--- config.mk ---
export PLATFORM = sky130hd
export DESIGN_NAME = move_executor_flat
export DESIGN_NICKNAME = d
export VERILOG_FILES = /design/src/rtl/chess_pkg.sv /design/src/rtl/move_executor_if.sv /design/src/rtl/move_precheck.sv /design/src/rtl/move_executor.sv /design/src/flat_wrapper.sv
export SDC_FILE = /design/constraint.sdc
export NUM_CORES = 1
export LEC_CHECK = 0
export ABC_AREA = 1
export BUFFER_PORTS_ARGS = -buffer_cell sky130_fd_sc_hd__buf_4
export CAP_MARGIN = 30
export CORE_UTILIZATION = 42
export DETAILED_ROUTE_END_ITERATION = 8
export PLACE_DENSITY = 0.64
export SLEW_MARGIN = 40
export SYNTH_ARGS = -nofsm -noshare
export SYNTH_HDL_FRONTEND = slang
export SYNTH_SLANG_ARGS = --single-unit
--- constraint.sdc ---
create_clock -name clk -period 1.6 [get_ports clk]
set_input_delay 0.48 -clock clk [delete_from_list [all_inputs] [get_ports clk]]
set_output_delay 0.48 -clock clk [all_outputs]
set_load 0.01 [all_outputs]
--- src/rtl/chess_pkg.sv ---
// Shared chess encodings: board geometry, piece codes, move status and executor states.
package chess_pkg;

  localparam int SQ_W = 6;
  localparam int PC_W = 5;

  localparam logic [PC_W-1:0] PC_EMPTY  = 5'd0;
  localparam logic [PC_W-1:0] WHITE_MAX = 5'd16;

  typedef enum logic [2:0] {
    ST_OK              = 3'd0,
    ST_ERR_EMPTY       = 3'd1,
    ST_ERR_SAME_SQ     = 3'd2,
    ST_ERR_OWN_CAPTURE = 3'd3,
    ST_ERR_WRONG_SIDE  = 3'd4
  } status_t;

  typedef enum logic [3:0] {
    S_IDLE,
    S_RD_SRC,
    S_WAIT_SRC,
    S_RD_DST,
    S_WAIT_DST,
    S_CHECK,
    S_WR_DST,
    S_WR_SRC,
    S_RESP
  } exec_state_t;

  // Codes above WHITE_MAX belong to black; callers pass the zero-extended piece code.
  function automatic logic is_black(input int unsigned code);
    return code > 32'(WHITE_MAX);
  endfunction

  function automatic logic is_occupied(input int unsigned code);
    return code != 32'(PC_EMPTY);
  endfunction

endpackage

--- src/rtl/move_executor_if.sv ---
// Command, response and board-RAM signals of the move executor.
interface move_executor_if;

  logic                      cmd_valid;
  logic                      cmd_ready;
  logic [chess_pkg::SQ_W-1:0] cmd_src;
  logic [chess_pkg::SQ_W-1:0] cmd_dst;
  logic                      cmd_side;

  logic                      resp_valid;
  logic                      resp_ready;
  logic [2:0]                resp_status;
  logic [chess_pkg::PC_W-1:0] resp_piece;
  logic [chess_pkg::PC_W-1:0] resp_captured;

  logic                      mem_en;
  logic                      mem_rw;
  logic [chess_pkg::SQ_W-1:0] mem_adress;
  logic [chess_pkg::PC_W-1:0] mem_data_in;
  logic [chess_pkg::PC_W-1:0] mem_data_out;

  modport master (
    input  cmd_valid, cmd_src, cmd_dst, cmd_side, resp_ready, mem_data_out,
    output cmd_ready, resp_valid, resp_status, resp_piece, resp_captured,
           mem_en, mem_rw, mem_adress, mem_data_in
  );

  modport slave (
    output cmd_valid, cmd_src, cmd_dst, cmd_side, resp_ready, mem_data_out,
    input  cmd_ready, resp_valid, resp_status, resp_piece, resp_captured,
           mem_en, mem_rw, mem_adress, mem_data_in
  );

endinterface

--- src/rtl/move_precheck.sv ---
// Combinational move sanity check: same square, empty source, wrong colour, own capture.
module move_precheck
  import chess_pkg::*;
(
  input  logic [SQ_W-1:0] src,
  input  logic [SQ_W-1:0] dst,
  input  logic            side,
  input  logic [PC_W-1:0] piece,
  input  logic [PC_W-1:0] captured,
  output status_t         status
);

  // First matching rule wins; the same-square test outranks occupancy.
  always_comb begin
    status = ST_OK;
    if (src == dst) begin
      status = ST_ERR_SAME_SQ;
    end else if (!is_occupied(32'(piece))) begin
      status = ST_ERR_EMPTY;
    end else if (is_black(32'(piece)) != side) begin
      status = ST_ERR_WRONG_SIDE;
    end else if (is_occupied(32'(captured)) && (is_black(32'(captured)) == side)) begin
      status = ST_ERR_OWN_CAPTURE;
    end
  end

endmodule

--- src/rtl/move_executor.sv ---
// Executes one validated move on the board RAM: read src, read dst, check, write dst then clear src.
module move_executor
  import chess_pkg::*;
#(
  parameter int RD_LAT = 1
) (
  input  logic            clk,
  input  logic            reset,
  move_executor_if.master bus
);

  localparam logic [1:0] WAIT_INIT = 2'(RD_LAT - 1);

  exec_state_t     state_reg, state_next;
  logic [1:0]      wait_cnt_reg, wait_cnt_next;
  logic [SQ_W-1:0] src_reg, src_next, dst_reg, dst_next;
  logic            side_reg, side_next;
  logic [PC_W-1:0] piece_reg, piece_next, captured_reg, captured_next;
  status_t         status_reg, status_next, check_status;
  logic            cmd_ready_reg, cmd_ready_next;
  logic            resp_valid_reg, resp_valid_next;
  logic            mem_en_reg, mem_en_next, mem_rw_reg, mem_rw_next;
  logic [SQ_W-1:0] mem_adress_reg, mem_adress_next;
  logic [PC_W-1:0] mem_data_in_reg, mem_data_in_next;

  move_precheck u_precheck (
    .src      (src_reg),
    .dst      (dst_reg),
    .side     (side_reg),
    .piece    (piece_reg),
    .captured (captured_reg),
    .status   (check_status)
  );

  always_comb begin
    state_next       = state_reg;
    wait_cnt_next    = wait_cnt_reg;
    src_next         = src_reg;
    dst_next         = dst_reg;
    side_next        = side_reg;
    piece_next       = piece_reg;
    captured_next    = captured_reg;
    status_next      = status_reg;
    mem_en_next      = 1'b0;
    mem_rw_next      = 1'b0;
    mem_adress_next  = mem_adress_reg;
    mem_data_in_next = mem_data_in_reg;

    case (state_reg)
      S_IDLE: begin
        if (bus.cmd_valid) begin
          src_next   = bus.cmd_src;
          dst_next   = bus.cmd_dst;
          side_next  = bus.cmd_side;
          state_next = S_RD_SRC;
        end
      end
      S_RD_SRC: begin
        wait_cnt_next = WAIT_INIT;
        state_next    = S_WAIT_SRC;
      end
      S_WAIT_SRC: begin
        if (wait_cnt_reg == 2'd0) begin
          piece_next = bus.mem_data_out;
          state_next = S_RD_DST;
        end else begin
          wait_cnt_next = wait_cnt_reg - 2'd1;
        end
      end
      S_RD_DST: begin
        wait_cnt_next = WAIT_INIT;
        state_next    = S_WAIT_DST;
      end
      S_WAIT_DST: begin
        if (wait_cnt_reg == 2'd0) begin
          captured_next = bus.mem_data_out;
          state_next    = S_CHECK;
        end else begin
          wait_cnt_next = wait_cnt_reg - 2'd1;
        end
      end
      S_CHECK: begin
        status_next = check_status;
        state_next  = (check_status == ST_OK) ? S_WR_DST : S_RESP;
      end
      S_WR_DST: state_next = S_WR_SRC;
      S_WR_SRC: state_next = S_RESP;
      S_RESP: begin
        if (bus.resp_ready) begin
          state_next = S_IDLE;
        end
      end
      default: state_next = S_IDLE;
    endcase

    // Output flops are loaded with the value belonging to the state being entered.
    cmd_ready_next  = (state_next == S_IDLE);
    resp_valid_next = (state_next == S_RESP);
    case (state_next)
      S_RD_SRC: begin
        mem_en_next     = 1'b1;
        mem_adress_next = src_next;
      end
      S_RD_DST: begin
        mem_en_next     = 1'b1;
        mem_adress_next = dst_reg;
      end
      S_WR_DST: begin
        mem_en_next      = 1'b1;
        mem_rw_next      = 1'b1;
        mem_adress_next  = dst_reg;
        mem_data_in_next = piece_reg;
      end
      S_WR_SRC: begin
        mem_en_next      = 1'b1;
        mem_rw_next      = 1'b1;
        mem_adress_next  = src_reg;
        mem_data_in_next = PC_EMPTY;
      end
      default: ;
    endcase
  end

  always_ff @(posedge clk) begin
    if (reset) begin
      state_reg       <= S_IDLE;
      wait_cnt_reg    <= 2'd0;
      src_reg         <= '0;
      dst_reg         <= '0;
      side_reg        <= 1'b0;
      piece_reg       <= '0;
      captured_reg    <= '0;
      status_reg      <= ST_OK;
      cmd_ready_reg   <= 1'b1;
      resp_valid_reg  <= 1'b0;
      mem_en_reg      <= 1'b0;
      mem_rw_reg      <= 1'b0;
      mem_adress_reg  <= '0;
      mem_data_in_reg <= '0;
    end else begin
      state_reg       <= state_next;
      wait_cnt_reg    <= wait_cnt_next;
      src_reg         <= src_next;
      dst_reg         <= dst_next;
      side_reg        <= side_next;
      piece_reg       <= piece_next;
      captured_reg    <= captured_next;
      status_reg      <= status_next;
      cmd_ready_reg   <= cmd_ready_next;
      resp_valid_reg  <= resp_valid_next;
      mem_en_reg      <= mem_en_next;
      mem_rw_reg      <= mem_rw_next;
      mem_adress_reg  <= mem_adress_next;
      mem_data_in_reg <= mem_data_in_next;
    end
  end

  assign bus.cmd_ready     = cmd_ready_reg;
  assign bus.resp_valid    = resp_valid_reg;
  assign bus.resp_status   = status_reg;
  assign bus.resp_piece    = piece_reg;
  assign bus.resp_captured = captured_reg;
  assign bus.mem_en        = mem_en_reg;
  assign bus.mem_rw        = mem_rw_reg;
  assign bus.mem_adress    = mem_adress_reg;
  assign bus.mem_data_in   = mem_data_in_reg;

endmodule

--- src/flat_wrapper.sv ---
// flat-port wrapper written by rule: the top's interface ports become plain ports
module move_executor_flat import chess_pkg::*;
#(
  parameter int RD_LAT = 1
)
  (clk, reset, bus_cmd_valid, bus_cmd_src, bus_cmd_dst, bus_cmd_side, bus_resp_ready, bus_mem_data_out, bus_cmd_ready, bus_resp_valid, bus_resp_status, bus_resp_piece, bus_resp_captured, bus_mem_en, bus_mem_rw, bus_mem_adress, bus_mem_data_in);
  move_executor_if bus_i ();
  input  logic clk;
  input  logic reset;
  input wire logic [$bits(bus_i.cmd_valid)-1:0] bus_cmd_valid;
  input wire logic [$bits(bus_i.cmd_src)-1:0] bus_cmd_src;
  input wire logic [$bits(bus_i.cmd_dst)-1:0] bus_cmd_dst;
  input wire logic [$bits(bus_i.cmd_side)-1:0] bus_cmd_side;
  input wire logic [$bits(bus_i.resp_ready)-1:0] bus_resp_ready;
  input wire logic [$bits(bus_i.mem_data_out)-1:0] bus_mem_data_out;
  output wire logic [$bits(bus_i.cmd_ready)-1:0] bus_cmd_ready;
  output wire logic [$bits(bus_i.resp_valid)-1:0] bus_resp_valid;
  output wire logic [$bits(bus_i.resp_status)-1:0] bus_resp_status;
  output wire logic [$bits(bus_i.resp_piece)-1:0] bus_resp_piece;
  output wire logic [$bits(bus_i.resp_captured)-1:0] bus_resp_captured;
  output wire logic [$bits(bus_i.mem_en)-1:0] bus_mem_en;
  output wire logic [$bits(bus_i.mem_rw)-1:0] bus_mem_rw;
  output wire logic [$bits(bus_i.mem_adress)-1:0] bus_mem_adress;
  output wire logic [$bits(bus_i.mem_data_in)-1:0] bus_mem_data_in;
  assign bus_i.cmd_valid = bus_cmd_valid;
  assign bus_i.cmd_src = bus_cmd_src;
  assign bus_i.cmd_dst = bus_cmd_dst;
  assign bus_i.cmd_side = bus_cmd_side;
  assign bus_i.resp_ready = bus_resp_ready;
  assign bus_i.mem_data_out = bus_mem_data_out;
  assign bus_cmd_ready = bus_i.cmd_ready;
  assign bus_resp_valid = bus_i.resp_valid;
  assign bus_resp_status = bus_i.resp_status;
  assign bus_resp_piece = bus_i.resp_piece;
  assign bus_resp_captured = bus_i.resp_captured;
  assign bus_mem_en = bus_i.mem_en;
  assign bus_mem_rw = bus_i.mem_rw;
  assign bus_mem_adress = bus_i.mem_adress;
  assign bus_mem_data_in = bus_i.mem_data_in;
  move_executor #(.RD_LAT(RD_LAT)) u_core (.clk(clk), .reset(reset), .bus(bus_i));
endmodule
[Word-level counts from Yosys, hierarchy flattened]
Cells that the tools add are included.
Storage, ports and cells
  register bits: 47
  input port bits: 22
  logic and storage cells: 71
  output and inout bits: 28
Cells by class
  add/subtract/negate cells: 1
  muxes and demuxes: 18
  equality and inequality tests: 17
  order comparisons: 2
  reduce and logical (&&, ||, !) cells: 19
Operator list (number)
  $pmux W4 S9: 1
  $eq A4 B3 Y1 const B: 6
  $mux W4: 5
  $pmux W6 S3: 1
  $eq A4 B2 Y1 const B: 3
  $mux W6: 2
  $gt A5 B5 Y1 const B: 2
  $pmux W5 S2: 1
  $reduce_bool A5 Y1: 2
  $mux W3: 3
  $eq A4 B1 Y1 const B: 2
  $eq A4 B4 Y1 const B: 2
  $logic_not A4 Y1: 2
  $reduce_and A2 Y1: 4
  $reduce_or A2 Y1: 4
  $eq A6 B6 Y1: 1
  $mux W2: 2
  $pmux W2 S2: 1
  $reduce_bool A2 Y1: 2
  $reduce_or A4 Y1: 1
  $logic_not A3 Y1: 1
  $reduce_bool A3 Y1: 1
  $logic_not A2 Y1: 1
  $mux W1: 2
  5 further kinds: 5

[Logic depth before layout (Yosys ltp)]
Gate-level depths: netlist of run 1.
  depth in word-level cells: 13
  depth in mapped cells: 14
  depth with buffers taken out: 14

[By module]
A second synthesis of run 1 with hierarchy kept.
Unflattened totals
  cell total of the unflattened synthesis: 326
  area, all modules: 2210.9 µm²
Modules (own cells, without submodules)
  move_executor: seq. area each 940.9 µm², area each 2019.4 µm², instances 1, cells each 287
  move_precheck: seq. area each 0.0 µm², area each 191.4 µm², instances 1, cells each 39

[Worst setup path before layout of run 1]
Ideal clock, no wire load.
  path kind: flip-flop to flip-flop
  from: reg u_core.piece_reg[0], in the netlist u_core.bus.resp_piece[0]
  to: reg u_core.mem_adress_reg[3], in the netlist u_core.bus.mem_adress[3]
  data arrival time: 1461 ps
  cell stages (with the launch flop): 14
  library setup time: 115 ps
  data required time: 1485 ps
  path slack: 24 ps
  buffers on the path: 1
  period minus slack after synthesis: 1576 ps
  path through: dfxtp_1 > nor2_2 > nand2_2 > nand2_1 > nand2_1 > nand2_1 > nand2_2 > nor2_8 > nand2_4 > nand3_4 > buf_8 > o21ai_1 > nor2_1 > nor2_1
Between the ends
  longest elaborated chain between the ends: 11
  elaborated cells on any way between the ends: 16
  classes of those cells: order compare (1); eq/ne (5); mux (6); reduce/logical (4)
RTL lines
  start, declared: RTL line move_executor.sv:18  | logic [PC_W-1:0] piece_reg, piece_next, captured_reg, captured_next;
  start signal, assigned: RTL line move_executor.sv:146  | piece_reg <= piece_next;
  $gt A5 B5 Y1: RTL line chess_pkg.sv:32  | return code > 32'(WHITE_MAX);
  $ne A1 B1 Y1: RTL line move_precheck.sv:20  | end else if (is_black(32'(piece)) != side) begin
  $mux W3: RTL line move_precheck.sv:20
  $mux W3 (*): RTL line move_precheck.sv:18  | end else if (!is_occupied(32'(piece))) begin
  $mux W3 (*): RTL line move_precheck.sv:16  | if (src == dst) begin
  $logic_not A3 Y1 (*): RTL line move_executor.sv:84  | state_next = (check_status == ST_OK) ? S_WR_DST : S_RESP;
  $mux W4 (*): RTL line move_executor.sv:84
  $pmux W4 S9 (*): RTL line move_executor.sv:49  | case (state_reg)
  $eq A4 B2 Y1 or $eq A4 B3 Y1 (tied branches): RTL line move_executor.sv:99  | case (state_next)
  $reduce_or A2 Y1 (no line)
  $pmux W6 S3 or $reduce_bool A3 Y1 (tied branches)
  end signal, assigned: RTL line move_executor.sv:153  | mem_adress_reg <= mem_adress_next;
  end, declared: RTL line move_executor.sv:23  | logic [SQ_W-1:0] mem_adress_reg, mem_adress_next;
Mark *: on every way between the ends. The rest lies on a longest branch, timed or not.
A chain may end at the register's enable or synchronous reset.

[Final worst setup path of run 1]
  from: reg u_core.piece_reg[0], in the netlist u_core.bus.resp_piece[0]
  to: reg u_core.mem_adress_reg[2], in the netlist u_core.bus.mem_adress[2]
The elaborated chain is that of the path after synthesis.

==> metrics.txt, run 1 <==
vias in the first global route 1998; gp weighted congestion 0.833; first-pass GRT wire length 9140 um; top post-synthesis cells by area dfxtp_1 (43%), nand2_1 (11%), nor2_1 (8.0%); Top delay family on crit path simple AND/OR/NAND/NOR gates; worst-path cell chain nor2_4 > nand2_4 > nand2_2 > nand2_2 > nand2_2 > nand2_4 > nor2_8 > nand2_4 > buf_6 > nand4_1 > nand2_1 > nor2_2 > nor2_1; cts hold-fix bufs 0; I/O Pins 50; core outline area 0.00507 sq mm; Initial DRC Count 120; Synth area leader dfxtp_1; Ys Warns 0; worst path bufs/invs 1; placed insts 462; drt via density 4.80; # nets final 429; TritonCTS Sinks 47; crit path max fanout 5; htree depth 2; post-route cell area 0.00330 sq mm; Max Root-Sink Buffers 2; CTS Root Cell clkbuf_8; Syn Nets 330; Worst Tran Pin Value 0.366 ns; Critical Path Source u_core.bus.resp_piece[0]$_SDFFE_PP0P_; EDFF count, synth 0; Die Ht 74.5 um; Mapped Cells 307; ant diodes 0; pin count of the biggest net entering global routing 27; CTS tree yes; Vias 2290; Total Wirelength 5950 um; post-synthesis cell type count 30; post-synthesis sequential area ratio 42.6%; share of post-route cells with drive strength above 1 44.7%; Die Area 0.00555 sq mm; post-route clock skew 0.00727 ns; CTS buffer count 5; Synth top area share 42.6%; Finish-stage setup viols 3; DRC Markers 0; min-delay src bus_mem_data_out[2]; Required @ worst endpoint 1.81 ns; FFs w/ async S/R, synth 0%; Worst EP arrival 1.83 ns; fmax 615 MHz; number of cell rows 26; worst flop-to-flop path startpoint u_core.bus.resp_piece[0]$_SDFFE_PP0P_; antenna-violating nets left 0; Worst setup SP type flip-flop; area post-placement 0.00295 sq mm; Pleak 1.64 nW; Clock Latency Late Sink 0.30 ns; Synth Flop Type dfxtp_1; max-cap violations 0; min Tclk post-route 1.63 ns; routed len/inst 12.5 um; Worst Hold Class primary input to flip-flop; global-route usage over all layers 22.2%; failing checks negative setup slack; Avg Cell Area, Syn 7.20 sq um; Max IR drop VDD 552 uV; Crit path largest cell delay 0.34 ns; Starting Density 43.5%; IO Port Bufs 49; outcome finished, violations left; Worst path slowest cell dfxtp_2; Area growth, synth to finish 49.4%; fin crit share 102%; Final Max Tran Viols 0; RSZ-0062 raised after global routing true; 1st-pass router iterations 4; #FFs+latches synth 47; total gr overflow 0; Fin. Hold Viols 0; fin cells 477; Cell Pwr Density 1280 mW/mm^2; CP Capture Type flip-flop; Final WS setup -0.0263 ns; Die Wd 74.5 um; Crit Path Category flip-flop to flip-flop; relative slew slack 75.3%; DPL Wire Length 4330 um; Post-Syn Area 0.00221 sq mm; Post-synth top cells nand2_1 (64), dfxtp_1 (47), nor2_1 (47); Clock Pin Slew Worst Setup and Hold Paths 0.09 ns; most frequent cell after synthesis nand2_1; initial antenna violation count 0
[per-stage QoR]
stage / hold WS, ns / util, % / setup slack (ns) / TNS, ns / total power, mW
global route: 0.405 / 65.1 / -0.104 / -0.672 / 4.49
finish: 0.410 / 65.1 / -0.0263 / -0.0509 / 4.23
detailed placement: 0.458 / 58.2 / -0.0819 / -0.272 / 2.96
floorplan: 0.457 / - / 0.0242 / 0 / 2.35
global placement: 0.454 / 58.2 / -0.0886 / -0.255 / 2.93
CTS: 0.405 / 62.4 / -0.0215 / -0.0325 / 4.12
[cells in the final DEF (no fill, tap or decap), types with 2 or more instances in the layout]
cell       count
a21oi_1       17
a21oi_2        4
buf_4         97
buf_6          3
bufinv_16      2
clkbuf_8       5
dfxtp_1       35
dfxtp_2       12
inv_1         27
inv_2         12
mux2i_1        2
nand2_1       55
nand2_2       12
nand2_4        5
nand3_1       12
nand3_2        2
nand3_4        3
nand4_1        6
nor2_1        35
nor2_2        10
nor2_4         6
o21ai_0       19
o21ai_1       10
o21ai_2        2
xor2_1         4
[per-layer routing]
metal | vias to the layer above | track usage [%] | part of all wire (%)
met3 | 10 | 4.74 | 3.5
met5 | - | 0 | 0
met4 | 0 | 6.92 | 1.8
met2 | 56 | 39.8 | 53
li1 | 1176 | - | -
met1 | 1048 | 26.4 | 42
[worst reg2reg max path: stages, from the launching register on]
cell	delay, ns
dfxtp_2	0.34
nor2_4	0.14
nand2_4	0.08
nand2_2	0.07
nand2_2	0.06
nand2_2	0.11
nand2_4	0.08
nor2_8	0.15
nand2_4	0.10
buf_6	0.14
nand4_1	0.06
nand2_1	0.07
nor2_2	0.10
nor2_1	0.05
[cell families after synthesis]
family / after synthesis / synth area share, %
AND/OR/NAND/NOR: 148 / 32.1
buffers and inverters: 50 / 9.29
XOR/XNOR: 4 / 1.59
flip-flops: 47 / 42.6
multiplexers: 2 / 0.906
adder cells (fa/ha/maj): 1 / 0.566
AO/OA/AOI/OAI: 55 / 13.0
[report_power, final]
group          switching [mW]  internal, mW
Sequential              0.122          1.34
Combinational           0.944         0.784
Clock                   0.415         0.623
Total                    1.48          2.75
[final cells by class]
type                    instances  area [sq um]
clock inverters                 3          67.6
inverters                      41           156
clock buffers                   5          68.8
repair buffers                100           762
well taps                      70          87.6
multi-input cells             211          1200
fillers                       480          1770
flip-flops and latches         47           956
[path summary, 6_finish.rpt]
check                                                end  slack (ns)  cells past startpoint
setup / recovery   u_core.bus.mem_adress[2]$_SDFFE_PP0P_       -0.03                     13
hold reg to reg   u_core.bus.resp_status[2]$_SDFFE_PP0P_        0.47                      2
hold / removal     u_core.bus.resp_piece[2]$_SDFFE_PP0P_        0.41                      3
setup reg to reg   u_core.bus.mem_adress[2]$_SDFFE_PP0P_       -0.03                     13
[repair_timing]
item | CTS | global route
resized for setup | 22 | 35
setup buffers | 2 | 4
setup endpoints to repair | 8 | 27
cloned | 1 | 0
pin swaps | 9 | 11
Power figures use the tool's default switching activity.
==> inputs of run 2 (changes only) <==
--- a/config.mk
+++ b/config.mk
@@ -10,7 +10,8 @@
 export CAP_MARGIN = 30
 export CORE_UTILIZATION = 42
 export DETAILED_ROUTE_END_ITERATION = 8
-export PLACE_DENSITY = 0.64
+export PLACE_DENSITY = 0.62
+export SETUP_SLACK_MARGIN = 0.02
 export SLEW_MARGIN = 40
 export SYNTH_ARGS = -nofsm -noshare
 export SYNTH_HDL_FRONTEND = slang
==> constraint.sdc (replaced) <==
create_clock -name clk -period 2 [get_ports clk]
set_input_delay 0.6 -clock clk [delete_from_list [all_inputs] [get_ports clk]]
set_output_delay 0.6 -clock clk [all_outputs]
set_load 0.01 [all_outputs]
==> run 2 against run 1 <==
Compared with the run above: the flow now finishes without violations; cell count down 9.4%; sequential power down 20%; core utilization down 11 points; fmax down 7.7%; clock skew up 0.0088 ns.
==> metrics.txt, run 2 (synthesis results as in run 1) <==
total negative slack 0 ns; outcome complete, no violations; RSZ-0062 raised after global routing false; Total Wirelength 5160 um; reg2reg end u_core.bus.mem_adress[0]$_SDFFE_PP0P_; initial antenna violation count 0; Reg2Reg Depth 12; Hold Crit Endpoint u_core.bus.mem_data_in[3]$_SDFFE_PP0P_; area post-placement 0.00267 sq mm; min Tclk post-route 1.76 ns; number of cell rows 26; most common cell after layout, fill and taps aside nand2_1; Cell Pwr Density 989 mW/mm^2; share of post-route cells with drive strength above 1 26.0%; gp weighted congestion 0.846; cts hold-fix bufs 0; Crit Path Category flip-flop to flip-flop; antenna-violating nets left 0; CTS Root Cell clkbuf_8; Max Root-Sink Buffers 2; worst path bufs/invs 1; routed len/inst 11.9 um; CTS tree yes; Pleak 1.38 nW; Hold Path Depth 2; Vias 2016; worst flop-to-flop path startpoint u_core.bus.resp_captured[0]$_SDFFE_PP0P_; Reg2Reg Setup Slack 0.24 ns; fin util 54.6%; global-route usage over all layers 20.0%; Die Ht 74.5 um; Initial DRC Count 85; Finish-stage setup viols 0; # nets final 385; 1st-pass router iterations 4; worst-path cell chain nor2_1 > nand3_1 > nand2_1 > inv_1 > nand2_1 > nand3_4 > nor2_8 > nand2_4 > nand3_4 > nand3_1 > nor2_1 > nor2_1; CTS buffer count 5; total gr overflow 0; commonest non-fill, non-tap cells in the layout nand2_1 (64), buf_4 (57), nor2_1 (47), dfxtp_1 (47), inv_1 (30); Clock Pin Slew Worst Setup and Hold Paths 0.08 ns; pin count of the biggest net entering global routing 27; DRC Markers 0; max-cap violations 0; Die Wd 74.5 um; Max IR drop VDD 474 uV; Top delay family on crit path simple AND/OR/NAND/NOR gates; crit path max fanout 13; Worst Tran Pin Value 0.413 ns; ant diodes 0; Worst setup SP type flip-flop; drt via density 4.67; Die Area 0.00555 sq mm; min-delay src u_core.bus.mem_data_in[3]$_SDFFE_PP0P_; IO Port Bufs 49; relative slew slack 72.4%; vias in the first global route 1794; CP Capture Type flip-flop; Crit path largest cell delay 0.33 ns; first-pass GRT wire length 8250 um; Fin. Hold Viols 0; Starting Density 43.5%; Required @ worst endpoint 2.20 ns; post-CTS setup buffers 0; Worst path slowest cell dfxtp_1; Clock Latency Late Sink 0.31 ns; Final Max Tran Viols 0; I/O Pins 50; TritonCTS Sinks 47; Area growth, synth to finish 25.3%; Worst EP arrival 1.96 ns; htree depth 2; DPL Wire Length 3930 um; post-route cell area 0.00277 sq mm; core outline area 0.00507 sq mm; fmax 568 MHz; fin crit share 88.1%; most frequent CP cell nor2_1; post-route clock skew 0.0161 ns; Worst Hold Class flip-flop to flip-flop
==> run 2: cell types whose count changed in the layout (fill, tap and decap cells not counted), moves of 4 or more <==
cell / change
a21oi_1: +4
nand2_2: -6
buf_4: -40
dfxtp_1: +12
nand2_1: +9
a21oi_2: -4
nor2_2: -7
nor2_4: -5
dfxtp_2: -12
nor2_1: +12
==> run 2: metrics by stage <==
step                      power, mW  hold WS (ns)  worst slack, ns  std cells
after floorplan                1.88         0.457            0.424        307
after CTS                      2.77         0.467            0.212        432
after global placement         2.17         0.453            0.229        425
final                          2.74         0.464            0.238        432
after global routing           2.92         0.496           0.0410        432
after detailed placement       2.18         0.456            0.224        425
==> run 2: metal layers <==
| metal | vias to the layer above | track usage [%] | part of all wire, % |
|---|---|---|---|
| li1 | 1079 | - | - |
| met1 | 898 | 23.8 | 44 |
| met2 | 33 | 34.7 | 51 |
| met3 | 6 | 5.15 | 3.7 |
| met4 | 0 | 7.34 | 1.4 |
| met5 | - | 0 | 0 |
==> run 2: area by class of cell <==
class,count,area [sq um]
Clock buffer,6,82.6
Clock inverter,1,5.00
Fill cell,540,2310
Inverter,41,154
Multi-Input combinational cell,210,1070
Sequential cell,47,941
Tap cell,70,87.6
Timing Repair Buffer,57,428
==> run 2: how the worst max path moves through the flow <==
| stage | start | end | cells after the start |
|---|---|---|---|
| detailed placement | u_core.bus.resp_captured[0]$_SDFFE_PP0P_ | u_core.bus.mem_adress[0]$_SDFFE_PP0P_ | 12 |
| global placement | u_core.bus.resp_captured[0]$_SDFFE_PP0P_ | u_core.bus.mem_adress[0]$_SDFFE_PP0P_ | 12 |
| CTS | u_core.bus.resp_captured[0]$_SDFFE_PP0P_ | u_core.bus.mem_adress[0]$_SDFFE_PP0P_ | 12 |
| floorplan | u_core.bus.resp_piece[0]$_SDFFE_PP0P_ | u_core.bus.mem_adress[3]$_SDFFE_PP0P_ | 13 |
| finish | u_core.bus.resp_captured[0]$_SDFFE_PP0P_ | u_core.bus.mem_adress[0]$_SDFFE_PP0P_ | 12 |
| global route | u_core.bus.resp_captured[0]$_SDFFE_PP0P_ | u_core.bus.mem_adress[1]$_SDFFE_PP0P_ | 12 |
==> run 2: worst register-to-register path, cell delays in order, from the launching register on <==
cell     delay (ns)
dfxtp_1        0.33
nor2_1         0.15
nand3_1        0.09
nand2_1        0.07
inv_1          0.05
nand2_1        0.11
nand3_4        0.11
nor2_8         0.18
nand2_4        0.11
nand3_4        0.16
nand3_1        0.09
nor2_1         0.16
nor2_1         0.05
==> run 2: repair_timing <==
action | in CTS | in global routing
hold endpoints to repair | 0 | 0
endpoints found under the setup margin | 0 | 1
resized for setup | 0 | 1
==> run 2: report_power, final <==
group / internal, mW / total (mW) / switching, mW
sequential: 1.07 / 1.17 / 0.105
clock: 0.272 / 0.587 / 0.316
combinational: 0.390 / 0.978 / 0.588
total: 1.73 / 2.74 / 1.01
